File: src/rtl/cpsr_flag_unit.sv
// cpsr_flag_unit: ARM condition check and NZCV update feeding the CPSR storage register.
// Optional feature macro CPSR_FWD_EN: conditions read the shadow flags and never stall.
module cpsr_flag_unit #(
  parameter int               FULLW      = 32,
  parameter logic [FULLW-1:0] RESET_CPSR = 32'h0000_00D3
) (
  input  logic             clk,
  input  logic             rst_n,
  input  logic             in_valid,
  output logic             in_ready,
  input  logic [3:0]       in_cond,
  input  logic             in_setf,
  input  logic             in_arith,
  input  logic [31:0]      in_result,
  input  logic             in_c_alu,
  input  logic             in_v_alu,
  input  logic             in_c_shift,
  input  logic             in_msr,
  input  logic [31:0]      in_msr_data,
  input  logic [FULLW-1:0] cpsr_q,
  output logic             cpsr_we,
  output logic [FULLW-1:0] cpsr_d,
  output logic             exec_q,
  output logic [3:0]       flags_o
);

  localparam logic [3:0] COND_AL = 4'hE;

  typedef enum logic {INIT, RUN} state_t;

  state_t           state_reg;
  logic             rdy_reg;
  logic [1:0]       hazard_reg;
  logic [FULLW-1:0] shadow_reg;
  logic             cpsr_we_reg;
  logic [FULLW-1:0] cpsr_d_reg;
  logic             exec_reg;

  logic [3:0]       src_flags;
  logic             n_f, z_f, c_f, v_f;
  logic             cond_pass;
  logic             accept;
  logic             flag_chg;
  logic [3:0]       new_flags;
  logic [FULLW-1:0] shadow_next;
  logic             unused_bits;

`ifdef CPSR_FWD_EN
  assign src_flags   = shadow_reg[31:28];
  assign in_ready    = rdy_reg;
  assign unused_bits = ^{cpsr_q, in_msr_data[27:0], hazard_reg};
`else
  // Stall only on the registered hazard count and in_cond, never on cpsr_q itself.
  assign src_flags   = cpsr_q[31:28];
  assign in_ready    = rdy_reg & ((hazard_reg == 2'd0) | (in_cond == COND_AL));
  assign unused_bits = ^{cpsr_q[27:0], in_msr_data[27:0]};
`endif

  assign {n_f, z_f, c_f, v_f} = src_flags;

  always_comb begin
    cond_pass = 1'b0;
    case (in_cond)
      4'h0:    cond_pass = z_f;
      4'h1:    cond_pass = ~z_f;
      4'h2:    cond_pass = c_f;
      4'h3:    cond_pass = ~c_f;
      4'h4:    cond_pass = n_f;
      4'h5:    cond_pass = ~n_f;
      4'h6:    cond_pass = v_f;
      4'h7:    cond_pass = ~v_f;
      4'h8:    cond_pass = c_f & ~z_f;
      4'h9:    cond_pass = ~c_f | z_f;
      4'hA:    cond_pass = (n_f == v_f);
      4'hB:    cond_pass = (n_f != v_f);
      4'hC:    cond_pass = ~z_f & (n_f == v_f);
      4'hD:    cond_pass = z_f | (n_f != v_f);
      4'hE:    cond_pass = 1'b1;
      default: cond_pass = 1'b0;
    endcase
  end

  assign accept   = in_valid & in_ready;
  assign flag_chg = accept & cond_pass & (in_msr | in_setf);

  // Logical ops keep V from the shadow so back-to-back updates stay cumulative.
  always_comb begin
    new_flags = shadow_reg[31:28];
    if (in_msr) begin
      new_flags = in_msr_data[31:28];
    end else begin
      new_flags = {in_result[31], (in_result == 32'd0),
                   in_arith ? in_c_alu : in_c_shift,
                   in_arith ? in_v_alu : shadow_reg[28]};
    end
    shadow_next = shadow_reg;
    shadow_next[31:28] = new_flags;
  end

  always_ff @(posedge clk or negedge rst_n) begin
    if (!rst_n) begin
      state_reg   <= INIT;
      rdy_reg     <= 1'b0;
      hazard_reg  <= 2'd0;
      shadow_reg  <= RESET_CPSR;
      cpsr_we_reg <= 1'b0;
      cpsr_d_reg  <= '0;
      exec_reg    <= 1'b0;
    end else begin
      case (state_reg)
        INIT: begin
          state_reg   <= RUN;
          rdy_reg     <= 1'b0;
          hazard_reg  <= 2'd2;
          shadow_reg  <= RESET_CPSR;
          cpsr_we_reg <= 1'b1;
          cpsr_d_reg  <= RESET_CPSR;
          exec_reg    <= 1'b0;
        end
        default: begin
          rdy_reg     <= 1'b1;
          exec_reg    <= accept & cond_pass;
          cpsr_we_reg <= flag_chg;
          if (flag_chg) begin
            shadow_reg <= shadow_next;
            cpsr_d_reg <= shadow_next;
            hazard_reg <= 2'd2;
          end else if (hazard_reg != 2'd0) begin
            hazard_reg <= hazard_reg - 2'd1;
          end
        end
      endcase
    end
  end

  assign cpsr_we = cpsr_we_reg;
  assign cpsr_d  = cpsr_d_reg;
  assign exec_q  = exec_reg;
  assign flags_o = shadow_reg[31:28];

endmodule

File: config.mk
export PLATFORM = sky130hd
export DESIGN_NAME = cpsr_flag_unit
export DESIGN_NICKNAME = d
export VERILOG_FILES = /design/src/rtl/cpsr_flag_unit.sv
export SDC_FILE = /design/constraint.sdc
export NUM_CORES = 1
export LEC_CHECK = 0
export BUFFER_PORTS_ARGS = -buffer_cell sky130_fd_sc_hd__clkbuf_2
export CAP_MARGIN = 20
export CELL_PAD_IN_SITES_DETAIL_PLACEMENT = 0
export CELL_PAD_IN_SITES_GLOBAL_PLACEMENT = 1
export CORE_ASPECT_RATIO = 0.9
export CORE_MARGIN = 8
export CORE_UTILIZATION = 22
export CTS_CLUSTER_SIZE = 12
export DETAILED_ROUTE_END_ITERATION = 16
export MAX_ROUTING_LAYER = met4
export PLACE_DENSITY = 0.88
export SLEW_MARGIN = 25
export SYNTH_ARGS = -nofsm -noshare
export SYNTH_HDL_FRONTEND = slang
export SYNTH_SLANG_ARGS = --single-unit
File: constraint.sdc
create_clock -name clk -period 3.1 [get_ports clk]
set_input_delay 0.31 -clock clk [delete_from_list [all_inputs] [get_ports clk]]
set_output_delay 0.31 -clock clk [all_outputs]
set_load 0.005 [all_outputs]
Word level (Yosys, flattened, before mapping). Cells that the tools add are included. Widths: inputs -> output; s select.

Flip-flop bits (word level): 70. Output and inout port bits: 39. Input port bits: 109. Logic and storage cells: 59.

Eq/ne operators: 18. Muxes and demuxes: 14. Reductions and logical operators: 4. Bitwise logic cells: 14. Add/sub/neg operators: 1.

Operator list (number): $mux 32 (4); $logic_not 32->1 (1); $eq 4x4->1 const B (7); $eq 4x3->1 const B (4); $pmux 1 s15 (1); $eq 4x2->1 const B (2); $and 1x1->1 (6); $mux 2 (3); $mux 1 (5); $eq 4x1->1 const B (1); $logic_not 4->1 (1); $mux 4 (1); $not 1->1 (4); $or 1x1->1 (4); $ne 3x1->1 const B (1); $logic_not 2->1 (1); $ne 2x1->1 const B (1); $reduce_bool 2->1 (1); $sub 2x1->2 const B (1); $eq 1x1->1 (1); $ne 1x1->1 (1).

Depth between registers and ports, before layout. Gate-level depths: netlist (run 1).

Depth after elaboration: 8. Gate-level depth with buffers: 7. Gate-level depth less buffers: 7.

Worst setup path after synthesis (run 1). Ideal clock, no wire load.

Path type: input-to-reg. Start: in in_cond[0]. End: reg cpsr_d_reg[7], in the netlist cpsr_d[7]. Buffers on the path: 1. Library setup time: 0.125 ns. Data required time: 2.975 ns. Setup slack: 1.090 ns. Stages on the path: 7. Arrival time: 1.885 ns. Cells stage by stage: buf_6 > xor2_1 > or4b_1 > a221oi_1 > a21o_2 > o22ai_4 > mux2_4.

Cells in the longest elaborated chain, start to end: 7.

Ends and longest elaborated chain: start, declared (RTL line 11) `input logic [3:0] in_cond,`; $eq 4x4->1 (RTL line 55, 63); $or 1x1->1 (RTL line 55) `assign in_ready = rdy_reg & ((hazard_reg == 2'd0) | (in_cond == COND_AL));`; $and 1x1->1 (RTL line 55); $and 1x1->1 (RTL line 83) `assign accept = in_valid & in_ready;`; $and 1x1->1 (*) (2 in series) (RTL line 84) `assign flag_chg = accept & cond_pass & (in_msr | in_setf);`; $ne 2x1->1 (no line) (*); end signal, assigned (RTL line 126) `cpsr_d_reg <= shadow_next;`; end, declared (RTL line 36) `logic [FULLW-1:0] cpsr_d_reg;`.

Every way passes the cells marked *; elsewhere a longest branch is shown, timed or not. A chain may end at the register's enable or synchronous reset.

Final worst setup path (run 1).
Start: reg hazard_reg[0]. End: reg cpsr_d_reg[7], in the netlist cpsr_d[7].

Cells in the longest elaborated chain, start to end: 7.

Ends and longest elaborated chain: start, declared (RTL line 33) `logic [1:0] hazard_reg;`; start signal, assigned (RTL line 129) `hazard_reg <= hazard_reg - 2'd1;`; $logic_not 2->1 (RTL line 55); $or 1x1->1 (RTL line 55); $and 1x1->1 (RTL line 55); $and 1x1->1 (RTL line 83); $and 1x1->1 (2 in series) (RTL line 84); $ne 2x1->1 (no line).

No other way between the ends.

==> results.cfg, run 1 <==
[power_and_ir_drop]
irDropWorstVdd_uv = 170
pwr_density_cell_nw_per_um2 = 351
p_leak_uw = 0.000754

[floorplanning]
initial_core_util = 0.225
die_w_um = 92.8
io_pins = 148
die_y_um = 85.1
core_um2 = 5190
floorplan.rows = 25
die_area_um2 = 7900

[clock_network]
clockBufferDepth = 2
cts_root_buffer = clkbuf_8
clock_latency_ns = 0.23
path_clk_slew_ns = 0.05
ctsHtreeMaxLevel = 1
tritoncts = done
cts_sinks = 12
cts-buffers-inserted = 3

[setup_path]
worstPathRequired_ns = 3.22
critPathKind = reg2reg
cpLargestDelayFamily = compound AO/OA/AOI/OAI gates
cp_slowest_stage_delay_ns = 0.38
crit_buf_inv = 1
crit_fanout = 7
worstPathCellList = inv_1 -> ha_1 -> or2b_2 -> a221oi_1 -> a21o_2 -> o22ai_4 -> mux2_4
worstPathArrival_ns = 2.14
cp_slowest_cell = dfrtp_1
cp-end-kind = flop
crit_path_start_kind = flop

[grt]
grt.total_usage = 0.0735
antenna_found_initial = 0
grt_start_max_net_pins = 14
grt_pass1_wl_um = 4690
grt.overflow.total = 0
grt_pass1_vias = 1106

[yosys]
synth_area_leader_cell = dfrtp_1
yosysMostFrequentCell = buf_4
synth_warnings = 0
synth-main-ff-cell = dfrtp_1
synth_top_area_share = 0.236
synthCells = 130
synthTopCellsByCount = buf_4, dfrtp_1, nand2_1, nor4_1
synth_edf_count = 0
async_flop_share = 1.00
syn_area_um2 = 1170
yosysSeqAreaShare = 0.258
synth.area.top_cells = dfrtp_1, buf_4, nor4_1
syn_avg_cell_area_um2 = 8.99
ys_ff_latch = 12
ys_types = 46

[route]
vias_per_cell = 4.00
wl_um = 2930
drc_errors = 0
drtIter0Drc = 17
dr_total_vias = 1017
drtPass1Iterations = 4
wire_per_inst_um = 11.5
ant_nets = 0

[status]
status = finished clean

[sta]
grt_setup_unrepaired = no
min_period_over_period = 0.654
fmax_mhz = 494
finalMaxSlewViolations = 0
setup_violations = 0
finClkSkew_ns = 0.00388
fin_setup_tns_ns = 0
hold_viol = 0
layout_min_cycle_time_ns = 2.03

[cells_and_area]
final_layout_size_suffix_gt1_frac = 0.471
area_growth_pct = 24.0
n_fill_cell = 587
n_antenna_cell = 0
largest_register_ffs = 5
final_area_um2 = 1450
nNetsFinal = 298

[placed_design]
port-buffer-count = 68
dp_hpwl_um = 2670
place_area_um2 = 1380
gp_congestion = 0.726

[worst_hold_path]
hold_class = in2reg

[run]
cap_violations = 0
==> cells by family after synthesis <==
logic type | count (synthesis) | synth area share
mux | 5 | 0.0482
flops | 12 | 0.258
buf+inv | 42 | 0.262
other cells | 2 | 0.00643
xor+xnor | 6 | 0.0450
compound gates | 18 | 0.140
fa+ha+maj | 1 | 0.0107
simple gates | 44 | 0.229
==> metal layers <==
layer / wire (µm) / vias to the layer above / global-route usage
met3: 206 / 2 / 0.0238
met5: 0 / - / -
met1: 1430 / 440 / 0.0964
met2: 1280 / 62 / 0.110
met4: 7 / 0 / 0.00877
li1: - / 513 / -
==> metrics by stage <==
step | util | hold slack (ns) | instances | setup slack (ns) | power [µW]
after floorplan | - | 0.0144 | 152 | 1.09 | 311
after global placement | 0.267 | 0.204 | 249 | 0.875 | 343
after detailed placement | 0.267 | 0.207 | 249 | 0.853 | 346
after CTS | 0.279 | 0.462 | 254 | 1.06 | 517
after global routing | 0.279 | 0.474 | 254 | 0.966 | 548
final | 0.279 | 0.459 | 254 | 1.07 | 508
==> worst min-delay path, stage by stage <==
cell and delay (ns):
clkbuf_2 0.08, a21oi_1 0.07, nor2_1 0.08, a32o_1 0.12
==> report_power, final <==
part           internal, µW  switching (µW)
clock                   112            52.7
combinational          85.3            77.1
sequential              172            8.96
==> layout make-up <==
type / instances / area, µm² / area share
Clock buffer: 4 / 55.1 / 0.0380
Multi-Input combinational cell: 98 / 643 / 0.444
Timing Repair Buffer: 69 / 350 / 0.242
Sequential cell: 12 / 302 / 0.208
Inverter: 4 / 15.0 / 0.0104
Tap cell: 67 / 83.8 / 0.0579
==> layout by cell type, fill, tap and decap left out, drive strengths merged, types with 3 or more instances in the layout <==
cell	n
mux2i	3
inv	4
xor2	5
a21oi	4
and2	3
or2b	3
dfrtp	11
nor2	3
clkbuf	72
nand3	5
nand2	7
conb	24
nor4	7
o21ai	3
==> path summary, 6_finish.rpt <==
check | from | end | slack, ns | cells after the start
hold / removal | in_msr_data[28] | shadow_reg[28] | 0.46 | 4
hold reg to reg | shadow_reg[28] | shadow_reg[28] | 0.56 | 1
setup / recovery | hazard_reg[0] | cpsr_d[7] | 1.07 | 7
min in group asynchronous | rst_n | rdy_reg | 0.49 | 2
max in group asynchronous | rst_n | shadow_reg[7] | 2.34 | 2
setup reg to reg | hazard_reg[0] | cpsr_d[7] | 1.07 | 7
==> repair_timing <==
item	4_1_cts	5_1_grt
endpoints found under the hold margin	11	0
hold buffers	1	0
gates resized for setup	0	0
buffers inserted	0	0
(Power assumes the default switching activity.)
==> inputs of run 2 (changes only) <==
Settings changed: CORE_UTILIZATION 22 to 18, PLACE_DENSITY 0.88 to 0.77.
Clock period 3.1 ns to 1.63 ns, I/O delays scaled along.
==> run 2 against run 1 <==
Effect of this change:
- the flow now finishes with violations (setup timing)
- largest power group is now combinational logic
- global-route usage is 0.30 points lower
- combinational power grew to 2.6 times the previous value
- clock power rose by 92%
- setup slack worse by 1.2 ns
- critical path type unchanged
- die area grew 18%
- cell count up 15%
- count of clock-buffer cells in the layout unchanged
- sequential cell count unchanged
- critical path depth unchanged
==> results.cfg, run 2 (synthesis results as in run 1) <==
[status]
status = finished with violations
violations = setup timing

[cells_and_area]
final_layout_size_suffix_gt1_frac = 0.532
largest_register_ffs = 5
n_antenna_cell = 0
final_area_um2 = 1610
most-common-layout-cells = clkbuf_2, conb_1, buf_4
area_growth_pct = 37.6
instances_no_fill = 291
nNetsFinal = 312
final_common_cell = clkbuf_2

[setup_path]
cp_num_cells = 7
critPathKind = reg2reg
endpoint = cpsr_d[7]
worstPathRequired_ns = 1.75
worstPathCellList = inv_2 -> ha_4 -> or2b_4 -> a221oi_2 -> a21o_2 -> o22ai_4 -> mux2_4
cp-end-kind = flop
r2r-end = cpsr_d[7]
crit_buf_inv = 1
crit_path_start_kind = flop
crit_start = hazard_reg[0]
cp_slowest_stage_delay_ns = 0.39
r2r_slack_ns = -0.10
cp_slowest_cell = dfrtp_1
cpLargestDelayFamily = compound AO/OA/AOI/OAI gates
r2r_cells = 7
r2r_start = hazard_reg[0]
worstPathArrival_ns = 1.85
crit_fanout = 7

[grt]
grt_pass1_wl_um = 5220
grt_pass1_vias = 1185
antenna_found_initial = 0
grt.total_usage = 0.0705
grt.overflow.total = 0
grt_start_max_net_pins = 14

[placed_design]
place_inst = 285
dp_hpwl_um = 2960
place_area_um2 = 1530
gp_congestion = 0.749
port-buffer-count = 68
pre_cts_ws_ns = -0.319

[power_and_ir_drop]
comb_power_share = 0.390
finalPower_uw = 1090
irDropWorstVdd_uv = 207
p_leak_uw = 0.000823
swShare = 0.286
power_frac_seq = 0.319
pwr_density_cell_nw_per_um2 = 677
power_frac_clock = 0.292
p_switching_uw = 312
power.internal_uw = 777

[sta]
setup_slack_ns = -0.101
min_period_over_period = 1.06
layout_min_cycle_time_ns = 1.73
fmax_mhz = 578
setup_violations = 7
grt_setup_unrepaired = yes
finalMaxSlewViolations = 0
hold_slack_ns = 0.325
finClkSkew_ns = 0.00441
hold_viol = 0

[route]
drtPass1Iterations = 4
vias_per_cell = 3.71
dr_total_vias = 1081
wire_per_inst_um = 11.2
drtIter0Drc = 8
ant_nets = 0
drc_errors = 0
wl_um = 3260

[floorplanning]
io_pins = 148
die_y_um = 92.4
die_w_um = 101
die_area_um2 = 9330
floorplan.rows = 28
core_um2 = 6450
initial_core_util = 0.181

[clock_network]
ctsHtreeMaxLevel = 1
cts-buffers-inserted = 3
clock_latency_ns = 0.24
clockBufferDepth = 2
tritoncts = done
cts_root_buffer = clkbuf_8
cts_sinks = 12
path_clk_slew_ns = 0.05

[worst_hold_path]
hold_class = in2reg

[run]
cap_violations = 0
## run 2: per-layer routing
layer | up-vias | share of wire | track usage
met5 | - | 0 | -
met3 | 2 | 0.058 | 0.0120
met4 | 0 | 0.011 | 0.0322
met2 | 60 | 0.43 | 0.105
met1 | 476 | 0.50 | 0.0911
li1 | 543 | - | -
## run 2: layout make-up
class	instances	area, µm²
fillers	749	4840
multi-input cells	98	668
inverters	4	15.0
clock buffers	4	55.1
well taps	90	113
flip-flops and latches	12	302
repair buffers	83	455
## run 2: worst min-delay path by stage
stage / cells past startpoint / from / end / slack [ns]
final: 3 / in_setf / cpsr_we / 0.32
after floorplan: 0 / rst_n / cpsr_d[7] / -0.13
after detailed placement: 1 / rst_n / exec_q / 0.06
after global placement: 1 / rst_n / exec_q / 0.06
after global routing: 3 / in_setf / cpsr_we / 0.35
after CTS: 3 / in_setf / cpsr_we / 0.32
## run 2: per-stage QoR
stage | setup TNS (ns) | util
2_1_floorplan | -0.473 | -
3_3_place_gp | -1.31 | 0.237
3_5_place_dp | -1.79 | 0.237
4_1_cts | -0.480 | 0.248
5_1_grt | -0.890 | 0.249
6_report | -0.422 | 0.249
## run 2: power by group through the flow
stage | clock (µW) | combinational (µW) | sequential, µW
4_1_cts | 325 | 415 | 347
3_3_place_gp | 0 | 384 | 347
6_report | 317 | 424 | 347
2_1_floorplan | 0 | 275 | 344
3_5_place_dp | 0 | 401 | 348
5_1_grt | 340 | 474 | 350
## run 2: what timing repair did
item | 4_1_cts | 5_1_grt
hold buffers | 1 | 0
resized for setup | 4 | 0
endpoints found under the setup margin | 7 | 7
setup buffers | 0 | 1
pin swaps | 3 | 2
hold endpoints to repair | 11 | 0
## run 2: worst reg2reg max path: cells and delay by family (launching register included)
kind / cells / cell delay [ns]
AND/OR/NAND/NOR: 1 / 0.25
flip-flops: 1 / 0.39
AO/OA/AOI/OAI: 3 / 0.47
multiplexers: 1 / 0.32
buffers and inverters: 1 / 0.07
adder cells (fa/ha/maj): 1 / 0.12
